==> config.mk <==
export PLATFORM = sky130hd
export DESIGN_NAME = rr_mux_arb
export DESIGN_NICKNAME = d
export VERILOG_FILES = /design/src/rtl/arb_pkg.sv /design/src/rtl/rr_grant.sv /design/src/rtl/rr_mux_arb.sv
export SDC_FILE = /design/constraint.sdc
export NUM_CORES = 1
export LEC_CHECK = 0
export CAP_MARGIN = 20
export CORE_MARGIN = 3
export CORE_UTILIZATION = 39
export DETAILED_ROUTE_END_ITERATION = 10
export PLACE_DENSITY_LB_ADDON = 0.12
export SYNTH_ARGS = -nofsm -noshare
export SYNTH_HDL_FRONTEND = slang
export SYNTH_HIERARCHICAL = 1
export SYNTH_SLANG_ARGS = --single-unit
==> constraint.sdc <==
create_clock -name clk -period 3 [get_ports clk]
set_input_delay 0.6 -clock clk [delete_from_list [all_inputs] [get_ports clk]]
set_output_delay 0.6 -clock clk [all_outputs]
set_load 0.01 [all_outputs]
==> src/rtl/arb_pkg.sv <==
// arb_pkg: shared arbitration mode type and grant-index width helper.
//   ARB_FIXED - lowest valid index wins
//   ARB_RR    - round-robin starting at the priority pointer
//   sel_w(n)  - width of an index into n channels, at least 1 bit
package arb_pkg;
    typedef enum logic {
        ARB_FIXED = 1'b0,
        ARB_RR    = 1'b1
    } arb_mode_t;

    function automatic int sel_w(input int n);
        return (n > 1) ? $clog2(n) : 1;
    endfunction
endpackage

==> src/rtl/rr_grant.sv <==
// rr_grant: combinational one-hot grant selection, round-robin or fixed priority.
//   req       in  N     per-channel request
//   ptr       in  SELW  first channel scanned in ARB_RR (must be < N)
//   mode      in  1     ARB_RR or ARB_FIXED (ptr ignored in ARB_FIXED)
//   grant     out N     one-hot grant, zero when no request
//   grant_idx out SELW  index of the granted channel, 0 when no request
module rr_grant import arb_pkg::*; #(
    parameter int N = 4,
    localparam int SELW = sel_w(N)
) (
    input  logic [N-1:0]    req,
    input  logic [SELW-1:0] ptr,
    input  arb_mode_t       mode,
    output logic [N-1:0]    grant,
    output logic [SELW-1:0] grant_idx
);
    logic found;
    int   j;

    // Scan N positions from the start point; the explicit subtract keeps the
    // wrap correct for non-power-of-2 N.
    always_comb begin
        grant     = '0;
        grant_idx = '0;
        found     = 1'b0;
        j         = 0;
        for (int k = 0; k < N; k++) begin
            j = (mode == ARB_RR) ? int'(ptr) + k : k;
            if (j >= N) j = j - N;
            if (!found && req[j]) begin
                found     = 1'b1;
                grant[j]  = 1'b1;
                grant_idx = SELW'(j);
            end
        end
    end
endmodule

==> src/rtl/rr_mux_arb.sv <==
// rr_mux_arb: N-input valid/ready arbitrating mux with a registered output stage.
//   clk       in  1        rising-edge clock
//   rst       in  1        synchronous active-high reset
//   in_valid  in  N        per-channel request
//   in_data   in  N*WIDTH  channel i at [i*WIDTH +: WIDTH]
//   in_ready  out N        per-channel accept, combinational
//   out_valid out 1        output register holds a beat
//   out_data  out WIDTH    registered data
//   out_sel   out SELW     channel that sourced out_data
//   out_ready in  1        sink accepts the current beat
// Integrators: out_ready -> in_ready is a combinational path. There is no
// combinational path from in_valid/in_data to any out_* signal.
module rr_mux_arb import arb_pkg::*; #(
    parameter int WIDTH = 32,
    parameter int N = 4,
    parameter arb_mode_t MODE = ARB_RR,
    localparam int SELW = sel_w(N)
) (
    input  logic                 clk,
    input  logic                 rst,
    input  logic [N-1:0]         in_valid,
    input  logic [N*WIDTH-1:0]   in_data,
    output logic [N-1:0]         in_ready,
    output logic                 out_valid,
    output logic [WIDTH-1:0]     out_data,
    output logic [SELW-1:0]      out_sel,
    input  logic                 out_ready
);
    logic [SELW-1:0] ptr;
    logic [N-1:0]    grant;
    logic [SELW-1:0] grant_idx;
    logic            load;

    rr_grant #(.N(N)) u_grant (
        .req       (in_valid),
        .ptr       (ptr),
        .mode      (MODE),
        .grant     (grant),
        .grant_idx (grant_idx)
    );

    // Register may load when empty or when its beat drains this same cycle.
    assign load     = !out_valid || out_ready;
    assign in_ready = grant & {N{load}};

    always_ff @(posedge clk) begin
        if (rst) begin
            out_valid <= 1'b0;
            out_data  <= '0;
            out_sel   <= '0;
            ptr       <= '0;
        end else if (load) begin
            out_valid <= |grant;
            if (|grant) begin
                out_data <= in_data[int'(grant_idx) * WIDTH +: WIDTH];
                out_sel  <= grant_idx;
                if (MODE == ARB_RR)
                    ptr <= (grant_idx == SELW'(N - 1)) ? '0 : grant_idx + 1'b1;
            end
        end
    end
endmodule

=== Word level (Yosys, flattened, before mapping) ===
Cells that the tools add are included.

* Register bits after elaboration: 37
* Output and inout port bits: 39
* Logic and storage cells: 80

* $add $sub $neg: 8
* Equal/unequal tests: 1
* Shift operators: 1
* Muxes and demuxes: 36
* $lt $le $gt $ge: 12
* Reductions and logical operators: 14
* Bitwise gates (word level): 4

{| class="wikitable"
|+ Operator list
! cell !! number
|-
| 32-bit by 1-bit >= comparator with 1-bit output, second input constant || 4
|-
| 32-bit by 4-bit < comparator with 1-bit output, second input constant || 4
|-
| 32-bit 2-to-1 mux || 4
|-
| 128-bit by 8-bit indexed part select with 32-bit output || 1
|-
| 32-bit by 4-bit >= comparator with 1-bit output, second input constant || 3
|-
| 32-bit by 4-bit subtractor with 32-bit output, second input constant || 3
|-
| 4-bit 2-to-1 mux || 4
|-
| 1-bit 2-to-1 mux || 15
|-
| 4-bit OR || 3
|-
| 2-bit 2-to-1 mux || 5
|-
| 1-bit binary-select mux with 2-bit select || 4
|-
| 1-bit demux with 2-bit select || 4
|-
| 1-bit logical AND || 7
|-
| 2-bit by 2-bit adder with 3-bit output, second input constant || 2
|-
| 4-bit bitwise AND || 1
|-
| 1-bit logical NOT || 4
|-
| 4-bit OR reduction || 1
|-
| 2-bit by 3-bit subtractor with 4-bit output, second input constant || 1
|-
| 2-bit by 1-bit adder with 3-bit output, second input constant || 1
|-
| 2-bit by 3-bit >= comparator with 1-bit output, second input constant || 1
|-
| 2-bit by 1-bit adder with 2-bit output, second input constant || 1
|-
| 2-bit equality test, second input constant || 1
|-
| 2-bit AND reduction || 1
|-
| 1-bit logical OR || 1
|}

=== Longest topological paths before layout ===
* Word-level depth: 17
* Mapped depth: 12
* Depth with buffers taken out: 8

=== Cells and area by module ===
Netlist, hierarchy kept.

{| class="wikitable"
|+ By module, submodules not included
! module !! area an instance (µm²) !! sequential area each (µm²) !! cells an instance !! instances
|-
| rr_mux_arb || 2443.6 || 740.7 || 216 || 1
|-
| rr_grant || 598.1 || 0.0 || 83 || 1
|}

=== Worst setup path after synthesis ===
OpenSTA, ideal clock, no wires.

* Path type: input to register
* From: input in_valid[0]
* To: register out_data[20]
* Buffers on the path: 3
* Library setup time: 0.132 ns
* Stages on the path: 11
* Arrival: 2.643 ns
* Path slack: 0.225 ns
* Cell sequence: buf_6 > nor2b_1 > a211o_1 > and2_4 > o21a_1 > o22ai_1 > buf_6 > buf_12 > mux4_1 > nand3_1 > a21oi_1

{| class="wikitable"
|+ RTL lines
! what !! RTL line !! source
|-
| from (decl) || rr_mux_arb.sv:21 || <nowiki>input logic [N-1:0] in_valid,</nowiki>
|-
| 1-bit binary-select mux with 2-bit select || rr_grant.sv:30 || <nowiki>if (!found && req[j]) begin</nowiki>
|-
| 1-bit 2-to-1 mux (not written as such) (2 in series) || rr_grant.sv:30 ||
|-
| 1-bit 2-to-1 mux || rr_grant.sv:30 ||
|-
| 1-bit logical NOT || rr_grant.sv:30 ||
|-
| 1-bit logical AND || rr_grant.sv:30 ||
|-
| 1-bit 2-to-1 mux || rr_grant.sv:30 ||
|-
| 1-bit logical NOT || rr_grant.sv:30 ||
|-
| 1-bit logical AND || rr_grant.sv:30 ||
|-
| 1-bit 2-to-1 mux || rr_grant.sv:30 ||
|-
| 1-bit logical NOT || rr_grant.sv:30 ||
|-
| 1-bit logical AND || rr_grant.sv:30 ||
|-
| 2-bit 2-to-1 mux (*) || rr_grant.sv:30 ||
|-
| named net grant_idx[0] || rr_mux_arb.sv:31 || <nowiki>logic [SELW-1:0] grant_idx;</nowiki>
|-
| 128-bit by 8-bit indexed part select with 32-bit output (*) || rr_mux_arb.sv:55 || <nowiki>out_data <= in_data[int'(grant_idx) * WIDTH +: WIDTH];</nowiki>
|-
| to (signal assigned) || rr_mux_arb.sv:55 ||
|-
| to (decl) || rr_mux_arb.sv:25 || <nowiki>output logic [WIDTH-1:0] out_data,</nowiki>
|}

The timed path passes the listed nets; every way through them passes the cells marked *. The select of a mux whose other input is x is not followed.
A chain may end at the register's enable or synchronous reset.

=== Worst setup path after layout ===
* From: input in_valid[0]
* To: register out_data[0]

Same word-level chain as after synthesis.

==> impl_metrics.yaml <==
status:
  status: "completed"
routing:
  drtIter0Drc: 122
  via_per_inst: 5.46
  ant_nets: 0
  wl_um: 10400
  vias: 3208
  wl_per_cell_um: 17.7
  drc: 0
  first_pass_iters: 4
clock_tree:
  cts_buffers: 5
  clk_pin_slew_ps: 80
  htreeDepth: 2
  ctsHoldBuffers: 0
  cts_sinks: 37
  clockBufferDepth: 2
  cts_tree: "done"
  cts_root_buffer: "clkbuf_8"
  clock_latency_ps: 290
sta:
  max_freq_mhz: 347
  min_period_ps: 2880
  finalSetupViolations: 0
  hold_viol_final: 0
  drv_slew: 0
  period_share_pct: 96.1
  clock-skew-final_ps: 6.72
  rsz0062_at_grt: "no"
final_layout:
  syn_to_final_growth_pct: 67.7
  antenna_cells: 0
  drive_gt1_share_pct: 24.3
  final_nets: 624
  final_area_sq_um: 5100
  final_core_util_pct: 68.9
worst_setup_path:
  slowest_delay_ps: 530
  critical_path_arrival_ps: 3050
  worstPathMaxFanout: 10
  path_buf_inv: 3
  cp_slowest_cell: "mux4_2"
  critPathLaunch: "in_valid[0]"
  rr_startpoint: "ptr[0]$_SDFFE_PP0P_"
  worstSetupEndpointType: "register"
  crit_family: "compound AO/OA/AOI/OAI gates"
  crit_chain: "dlygate4sd2_1, nor2b_4, a211o_1, and2_4, buf_4, o21a_1, o22ai_4, buf_8, mux4_2, nand3_2, a21oi_1"
  critPathRequiredTime_ps: 3170
  crit_type: "in2reg"
  start_kind: "input port"
global_route:
  grt_max_degree: 38
  grt_pass1_vias: 3372
  grt_usage_pct: 22.9
  grt_pass1_wl_um: 16100
  antenna_found_initial: 0
  grt_overflow: 0
synthesis:
  synth_enable_flop_cells: 0
  netlist-cell-type-count: 56
  synth_nets: 435
  ys_seq_area_share_pct: 24.4
  syn_area_sq_um: 3040
  ys.flop_type: "dfxtp_1"
  ys_ff_latch: 37
  synthArstFlopShare_pct: 0
  ys_warn_count: 6
  synth.avg_cell_area_sq_um: 10.2
  synthCells: 299
job:
  maxCapViolCount: 0
min_path:
  min-delay-start: "out_data[2]$_SDFFE_PP0P_"
  hp-class: "reg2reg"
place:
  port_buffers: 173
  dpl_cell_area_sq_um: 4960
  place_congestion: 0.901
  dp_hpwl_um: 7910
floorplanning:
  die_x_um: 94.3
  die_area_sq_um: 8890
  fp.coreArea_sq_um: 7410
  placement_rows: 31
  start_util_pct: 41.1
  ios: 174
  die_h_um: 94.3
power:
  p_leak_nw: 1.87
  vdd_drop_max_mv: 0.326
  powerDensity_nw_per_um2: 809
==> tightest hold or removal path, stage by stage (launching register included) <==
cell	delay (ps)
dfxtp_1	310
o21ai_0	60
a21oi_1	60
==> registers in the layout, summed over array words and instances (netlist names) <==
signal,flops
out_valid,1
out_sel,2
ptr,2
out_data,32
==> synth_stat cells (3+ instances only) <==
library cell	number	area, sq um
mux4_2	23	518
clkbuf_2	3	15.0
nor2b_1	5	31.3
buf_2	9	45.0
and2_1	7	43.8
nand2_1	7	26.3
nand2b_1	5	31.3
mux2i_1	3	30.0
nand3_1	28	140
buf_6	7	78.8
clkbuf_8	6	82.6
buf_12	4	80.1
nor2_1	5	18.8
o21ai_0	38	190
a21oi_1	41	205
dfxtp_1	37	741
o21ai_1	4	20.0
clkbuf_1	4	15.0
nand3_2	9	90.1
mux4_1	9	236
==> cells in the final DEF, fill, tap and decap left out, types with 2 or more instances in the layout <==
cell	instances
dlygate4sd2_1	4
o21ai_0	38
o21ai_1	4
nand2_1	6
o21a_1	2
o211a_1	2
nand3_2	9
nor2_1	5
a211oi_4	2
mux2i_1	2
nor2b_1	3
dfxtp_1	36
nand3_1	28
buf_12	3
a21oi_1	41
clkdlybuf4s50_1	165
clkbuf_8	6
nor3b_1	2
inv_1	2
and2_1	7
buf_2	2
mux4_2	32
buf_4	38
nand2b_1	4
or4_1	2
buf_6	2
nor2b_2	2
==> through the flow <==
stage               total power [W]  TNS (ps)  hold slack, ps  setup WS (ps)  instances
CTS                         0.00416         0             478           91.8        588
finish                      0.00413         0             476            117        588
floorplan                   0.00268         0             464            225        299
detailed placement          0.00362    -15800             466           -502        578
global route                0.00441         0             505           9.70        588
global placement            0.00358    -14830             461           -489        578
==> where the power goes <==
group          total, W  switching, W  leakage (nW)  internal [W]
Sequential     0.000796      0.000113         0.306      0.000683
Combinational   0.00296       0.00131          1.51       0.00165
Clock          0.000372      0.000186        0.0512      0.000186
Total           0.00413       0.00161          1.87       0.00252
==> timing repair <==
item                       in CTS  in global routing
setup endpoints to repair      37                 10
gates cloned                    1                  0
buffers inserted                1                  0
pin swaps                      12                  3
gates resized for setup        40                  1
==> layer usage <==
layer	vias up	share of wire (%)	GRT usage, %
li1	1522	-	-
met1	1530	38	26.6
met2	139	51	41.5
met3	17	9.3	5.77
met4	0	1.5	6.38
met5	-	0	0
==> path summary, 6_finish.rpt <==
path / endpoint / slack (ps) / depth (start not counted)
worst max-delay path: out_data[0]$_SDFFE_PP0P_ / 120 / 11
worst min-delay path: out_data[2]$_SDFFE_PP0P_ / 480 / 2
worst max register to register: out_data[0]$_SDFFE_PP0P_ / 190 / 11
worst min register to register: out_data[2]$_SDFFE_PP0P_ / 480 / 2
==> layout make-up <==
type,count,area (sq um)
Clock buffer,6,82.6
Clock inverter,2,13.8
Fill cell,620,2310
Inverter,2,7.51
Multi-Input combinational cell,224,2010
Sequential cell,37,742
Tap cell,99,124
Timing Repair Buffer,218,2120
==> cells by family after synthesis <==
group | share of synthesized area, %
AO/OA/AOI/OAI | 20.4
adder cells (fa/ha/maj) | 0.411
buffers and inverters | 11.4
flip-flops | 24.4
multiplexers | 26.7
other | 0.123
AND/OR/NAND/NOR | 16.7
(Power assumes the default switching activity.)
